File: src/rtl/victim_line_writeback.sv
// Victim cache drain stage: buffers one evicted line and writes it to memory as a
// single INCR burst, keeping the line visible to chk_hit until the B response arrives.
module victim_line_writeback #(
  parameter int unsigned LINE_WORD_NUM = 16,
  parameter int unsigned TAG_WIDTH     = 20,
  parameter int unsigned INDEX_WIDTH   = 6
) (
  input  logic                                 clk,
  input  logic                                 rst,
  input  logic                                 req_valid,
  output logic                                 req_ready,
  input  logic [TAG_WIDTH+INDEX_WIDTH:0]       req_tagvindex,
  input  logic [LINE_WORD_NUM*32-1:0]          req_data,
  input  logic [TAG_WIDTH+INDEX_WIDTH-1:0]     chk_tagindex,
  output logic                                 chk_hit,
  output logic                                 busy,
  output logic                                 done,
  output logic [31:0]                          awaddr,
  output logic [7:0]                           awlen,
  output logic [2:0]                           awsize,
  output logic [1:0]                           awburst,
  output logic                                 awvalid,
  input  logic                                 awready,
  output logic [31:0]                          wdata,
  output logic [3:0]                           wstrb,
  output logic                                 wlast,
  output logic                                 wvalid,
  input  logic                                 wready,
  input  logic                                 bvalid,
  output logic                                 bready
);

  localparam int unsigned TIW  = TAG_WIDTH + INDEX_WIDTH;
  localparam int unsigned CW   = $clog2(LINE_WORD_NUM);
  localparam int unsigned OFFW = 2 + CW;

  if (TIW + OFFW != 32) begin : g_bad_width
    $error("victim_line_writeback: tag+index+offset bits must total 32");
  end

  typedef enum logic [1:0] {IDLE, AW, W, B} state_t;

  state_t          state, state_nx;
  logic [CW-1:0]   cnt, cnt_nx;
  logic            buf_valid, buf_valid_nx;
  logic            load;
  logic            last_beat;
  logic [TIW-1:0]  buf_ti;
  logic [31:0]     buf_data [LINE_WORD_NUM];

  assign last_beat = (cnt == CW'(LINE_WORD_NUM - 1));

  // Control state; an in-flight line is dropped on reset.
  always_ff @(posedge clk or posedge rst) begin
    if (rst) begin
      state     <= IDLE;
      cnt       <= '0;
      buf_valid <= 1'b0;
    end else begin
      state     <= state_nx;
      cnt       <= cnt_nx;
      buf_valid <= buf_valid_nx;
    end
  end

  // Line buffer carries no reset; buf_valid qualifies its contents.
  always_ff @(posedge clk) begin
    if (load) begin
      buf_ti <= req_tagvindex[TIW-1:0];
      for (int i = 0; i < int'(LINE_WORD_NUM); i++) begin
        buf_data[i] <= req_data[i*32 +: 32];
      end
    end
  end

  always_comb begin
    state_nx     = state;
    cnt_nx       = cnt;
    buf_valid_nx = buf_valid;
    load         = 1'b0;
    req_ready    = 1'b0;
    awvalid      = 1'b0;
    wvalid       = 1'b0;
    bready       = 1'b0;
    done         = 1'b0;
    case (state)
      IDLE: begin
        req_ready = 1'b1;
        // Lines with the valid bit clear are consumed and discarded.
        if (req_valid && req_tagvindex[TIW]) begin
          load         = 1'b1;
          buf_valid_nx = 1'b1;
          state_nx     = AW;
        end
      end
      AW: begin
        awvalid = 1'b1;
        if (awready) begin
          cnt_nx   = '0;
          state_nx = W;
        end
      end
      W: begin
        wvalid = 1'b1;
        if (wready) begin
          if (last_beat) state_nx = B;
          else           cnt_nx   = cnt + CW'(1);
        end
      end
      B: begin
        bready = 1'b1;
        if (bvalid) begin
          done         = 1'b1;
          buf_valid_nx = 1'b0;
          state_nx     = IDLE;
        end
      end
      default: state_nx = IDLE;
    endcase
  end

  assign busy    = (state != IDLE);
  assign chk_hit = buf_valid && (buf_ti == chk_tagindex);
  assign awaddr  = {buf_ti, OFFW'(0)};
  assign awlen   = 8'(LINE_WORD_NUM - 1);
  assign awsize  = 3'b010;
  assign awburst = 2'b01;
  assign wdata   = buf_data[cnt];
  assign wstrb   = 4'hF;
  assign wlast   = (state == W) && last_beat;

endmodule

File: config.mk
export PLATFORM = sky130hd
export DESIGN_NAME = victim_line_writeback
export DESIGN_NICKNAME = d
export VERILOG_FILES = /design/src/rtl/victim_line_writeback.sv
export SDC_FILE = /design/constraint.sdc
export NUM_CORES = 1
export LEC_CHECK = 0
export ABC_CLOCK_PERIOD_IN_PS = 72100
export CAP_MARGIN = 20
export CORE_AREA = 2 2 255 257
export DETAILED_ROUTE_END_ITERATION = 8
export DIE_AREA = 0 0 257 259
export PLACE_DENSITY = 0.66
export SLEW_MARGIN = 25
export SYNTH_ARGS = -nofsm -noshare
export SYNTH_HDL_FRONTEND = slang
export SYNTH_SLANG_ARGS = --single-unit
export TNS_END_PERCENT = 5
File: constraint.sdc
create_clock -name clk -period 72.1 [get_ports clk]
set_clock_uncertainty 0.05 [all_clocks]
set_input_delay 7.21 -clock clk [delete_from_list [all_inputs] [get_ports clk]]
set_output_delay 7.21 -clock clk [all_outputs]
set_load 0.005 [all_outputs]
Word-level counts from Yosys, hierarchy flattened

Memories as Yosys holds them, arrays and structs flattened.
Index checks and enable logic that the tools add are counted.

Add/subtract/negate cells: 1
Multipliers: 0
Div/mod/pow operators: 0
Order comparisons: 0
Equality and inequality tests: 11
Shifts and indexed selects: 0
Multiplexer cells: 23
Bitwise operators: 0
Reduce and logical (&&, ||, !) cells: 10

Operators with widths:

| operator                                             | number |
|---|---|
| equality test 26 bit                                 | 1 |
| 2-to-1 mux 1 bit                                     | 12 |
| 2-to-1 mux 4 bit                                     | 3 |
| != test 2 bit (second input constant)                | 6 |
| 2-to-1 mux 2 bit                                     | 5 |
| case mux 2 bit (4 select lines)                      | 1 |
| case mux 4 bit (2 select lines)                      | 1 |
| nonzero test 2 bit                                   | 3 |
| AND reduction 5 bit                                  | 1 |
| adder 4 x 1 -> 4 bit (second input constant)         | 1 |
| equality test 2 bit (second input constant)          | 2 |
| equality test 4 bit (second input constant)          | 1 |
| AND reduction 4 bit                                  | 1 |
| logical AND 1 bit                                    | 3 |
| AND reduction 3 bit                                  | 1 |
| equality test 2 x 1 -> 1 bit (second input constant) | 1 |
| logical NOT 2 bit                                    | 1 |
| case mux 1 bit (2 select lines)                      | 1 |

Register bits: 33
Bits in latches: 0
Memory bits (writable): 512
Bits in read-only memories: 0
Output and inout bits: 89
Memories kept: 1

Memories:

| memory   | depth | width | read ports | clocked after Yosys merged registers in | write ports | line | text |
|---|---|---|---|---|---|---|---|
| buf_data | 16    | 32    | 1          | 0                                       | 16          | 49   | `logic [31:0] buf_data [LINE_WORD_NUM];` |

Logic depth before layout (Yosys ltp)

Depth in word-level cells: 5
Gate-level depth with buffers: 7
Gate-level depth less buffers: 6

Worst setup path after synthesis

OpenSTA, ideal clock, no wires.

Kind: input to register
Start point: input port req_valid
End point: memory buf_data[0][0] (enable)
Setup time: 1.451 ns
Arrival time: 29.547 ns
Data required time: 70.599 ns
Slack: 41.053 ns
Cell stages on the path: 2
Cell sequence: nand2_1 > nor2_1

RTL lines:

| element     | line | text |
|---|---|---|
| from (decl) | 10   | `input logic req_valid,` |
| to (decl)   | 49   |  |

Worst setup path in the final report

Start point: input port chk_tagindex[0]
End point: output port chk_hit

Word-level cells in the longest chain between the ends: 2

Ends and longest elaborated chain:

| element              | line | text |
|---|---|---|
| from (decl)          | 14   | `input logic [TAG_WIDTH+INDEX_WIDTH-1:0] chk_tagindex,` |
| equality test 26 bit | 123  | `assign chk_hit = buf_valid && (buf_ti == chk_tagindex);` |
| logical AND 1 bit    | 123  |  |
| to (decl)            | 15   | `output logic chk_hit,` |

Every way passes these cells.

==> run metrics <==
worst setup slack after layout 55.25 ns; Max transition margin 0.3338; detailed-placement wirelength estimate 45560 um; part of the cycle the worst path needs 0.2337; launch point of the worst path chk_tagindex[0]; nets@finish 2296; clock share of power 0.317; wire length per cell after detailed routing 24.02 um; combined area of all synthesized cells 21180 um2; launch instance of the worst register-to-register path state[0]; total routing resource utilization after global routing 0.1841; sequential share of power 0.421; root buf cell clkbuf_16; register-to-register setup slack 67.63 ns; type of the most critical hold path reg2reg; Yosys reg bits 545; post-cts sizing count 0; gr ovfl total 0; Cell Count Post-Placement 2512; Largest delay share family, worst path simple AND/OR/NAND/NOR gates; detailed-routing iteration count for the pre-antenna-repair pass 5; Internal Dissipation 690.3 uW; power per unit of standard cell area 31.48 nW/um2; leakage dissipation 0.01008 uW; setup fix buffers added after clock tree synthesis 0; Slowest Stage Delay on Critical Path 0.57 ns; worst endpoint data arrival time 9.59 ns; length in cells of the worst reg-to-reg path 8; leading cell type in the layout, fill and taps excluded clkdlybuf4s50_1; Final Max Tran Viols 0; number of max-capacitance violations reported 0; H-Tree Depth 2; cells along the critical path clkdlybuf4s50_1, xnor2_1, nand4_1, or4_1, nor4_1, clkdlybuf4s50_1; detail-routed via count per cell 4.781; sequential fraction of the synthesis area 0.7710; type of the setup path with the least slack in2out; standard cell with the maximum stage delay on the critical path clkdlybuf4s50_1; upper clock frequency limit 59.36 MHz; Die Y 259 um; crit end category output pin; vias post-DR 12560; global placement routability congestion 0.9301; Bufs on Longest Clock Path 3; count of antenna-violating nets left after detailed routing 0; Routed Wire Length 63100 um; starting DRC count in detailed routing 1090; width of the chip 257 um; IR Drop Worst-Case VDD 22.93 uV; most used cells in the layout excluding fill and tap cells 636 x clkdlybuf4s50_1, 538 x edfxtp_1, 124 x mux2i_1; warning count from the yosys run 0; clock tree from TritonCTS yes; number of rows in the core area 93; count of non-filler cells in the finished layout 2627; fraction of synthesis flops using an asynchronous set or reset pin 0.01284; Synth cell types 37; total DRC errors in the routed layout 0; summed negative setup slack over all endpoints 0 ns; share of power burned in combinational logic 0.262; status finished clean; setup-violating endpoint count in the final report 0; CTS sink count 545; count of flip-flops with a built-in enable after synthesis 538; kind of start point of the critical path input port; switching portion of total power 0.2793; Inserted Clock Buffers 58; CP Depth 6; switching component of the power 267.5 uW; cts hold-fix bufs 0; layout-stage area growth over the synthesis result 43.65%; data required time of the critical path 64.84 ns; worst-path maximum fanout 1; clock insertion delay at the later pin of the skew report 0.61 ns; first-pass GRT wire length 89480 um; via count of the first global-routing pass 13490; Worst setup endpoint chk_hit; Main synth FF type edfxtp_1; die footprint 66560 um2; share of layout cells above drive strength 1 0.1058; Floorplan Core Area 63880 um2; unrepaired setup endpoints after global routing no; final hold vios 0; post-layout utilization of the core 0.4763; fin crit period 16.85 ns; Worst Tran Pin Value 0.9993 ns; Top Ports 660; reg-to-reg endpoint buf_data[6][0]; Post-Place Worst Slack 55.36 ns; initial antenna violation count 6; pin count of the biggest net entering global routing 195; cell repeated most along the worst path clkdlybuf4s50_1; initial standard-cell utilization of the core 0.3316; tightest hold margin 0.5138 ns; PortBufs 636; buffers and inverters on the worst path 2; number of instances in the synthesized netlist 1062; clk slew on worst S/H paths 0.06 ns; Syn Area/Cell 19.94 um2
synth_stat cells (all sizes together) (2+ instances only):
| cell | n | area (um2) |
|---|---|---|
| a21oi | 4 | 23.77 |
| a22o | 4 | 35.03 |
| a22oi | 94 | 705.7 |
| and2 | 2 | 12.51 |
| buf | 57 | 397.9 |
| clkbuf | 21 | 78.83 |
| conb | 2 | 7.510 |
| dfrtp | 7 | 175.2 |
| edfxtp | 538 | 16160 |
| ha | 6 | 75.07 |
| inv | 5 | 18.77 |
| mux2 | 2 | 22.52 |
| mux2i | 124 | 1241 |
| mux4 | 66 | 1486 |
| nand2 | 36 | 135.1 |
| nand2b | 2 | 12.51 |
| nand3 | 35 | 175.2 |
| nand4 | 6 | 37.54 |
| nor2 | 5 | 18.77 |
| nor2b | 7 | 51.30 |
| nor3 | 2 | 10.01 |
| o21ai | 3 | 15.01 |
| or4 | 2 | 18.77 |
| xnor2 | 26 | 227.7 |
metal layers:
layer  GRT usage  wire length (um)  vias to the layer above
li1            -                 -                     5613
met1      0.2337             25540                     6305
met2      0.3142             31610                      518
met3     0.04169              4255                      117
met4     0.05685              1665                        6
met5           0                34                        -
registers in the layout, indices dropped and copies added (netlist names):
register   count
buf_data     512
buf_ti        26
cnt            4
state          2
buf_valid      1
power by group through the flow:
stage | registers, uW | logic (uW) | clock network, uW
2_1_floorplan | 429 | 149 | 0
3_3_place_gp | 410 | 250 | 0
3_5_place_dp | 411 | 253 | 0
4_1_cts | 405 | 254 | 312
5_1_grt | 407 | 268 | 324
6_report | 404 | 251 | 304
final cells by class:
cell class / count / area [um2]
sequential: 545 / 16340
clock buffer: 68 / 1489
timing repair buffer: 654 / 6559
multi-input combinational: 455 / 4479
fill: 5318 / 33460
clock inverter: 41 / 460.4
inverter: 5 / 18.77
antenna: 4 / 10.01
tap: 855 / 1070
through the flow:
stage / instance area, um2 / power, uW
after floorplan: 21260 / 577.9
after global placement: 28420 / 659.5
after detailed placement: 28420 / 664.2
after CTS: 30370 / 970.3
after global routing: 30420 / 999.0
final: 30430 / 957.9
how the worst min path moves through the flow:
stage	start	endpoint	slack, ns	depth (start not counted)
finish	state[1]	state[1]	0.51	1
global route	state[1]	state[1]	0.56	1
CTS	state[1]	state[1]	0.51	1
detailed placement	state[1]	state[1]	0.50	1
global placement	state[1]	state[1]	0.48	1
floorplan	buf_valid	buf_valid	0.45	1
cells by family (layout without fill, tap and decap cells):
group | after synthesis | count (layout) | share of synthesized area
xor+xnor | 26 | 26 | 0.01075
mux | 192 | 192 | 0.1298
simple gates | 100 | 100 | 0.02316
compound gates | 108 | 108 | 0.03793
fa+ha+maj | 6 | 6 | 0.003544
buf+inv | 83 | 768 | 0.02339
other cells | 2 | 27 | 0.0003546
flops | 545 | 545 | 0.7710
Power figures use the tool's default switching activity.
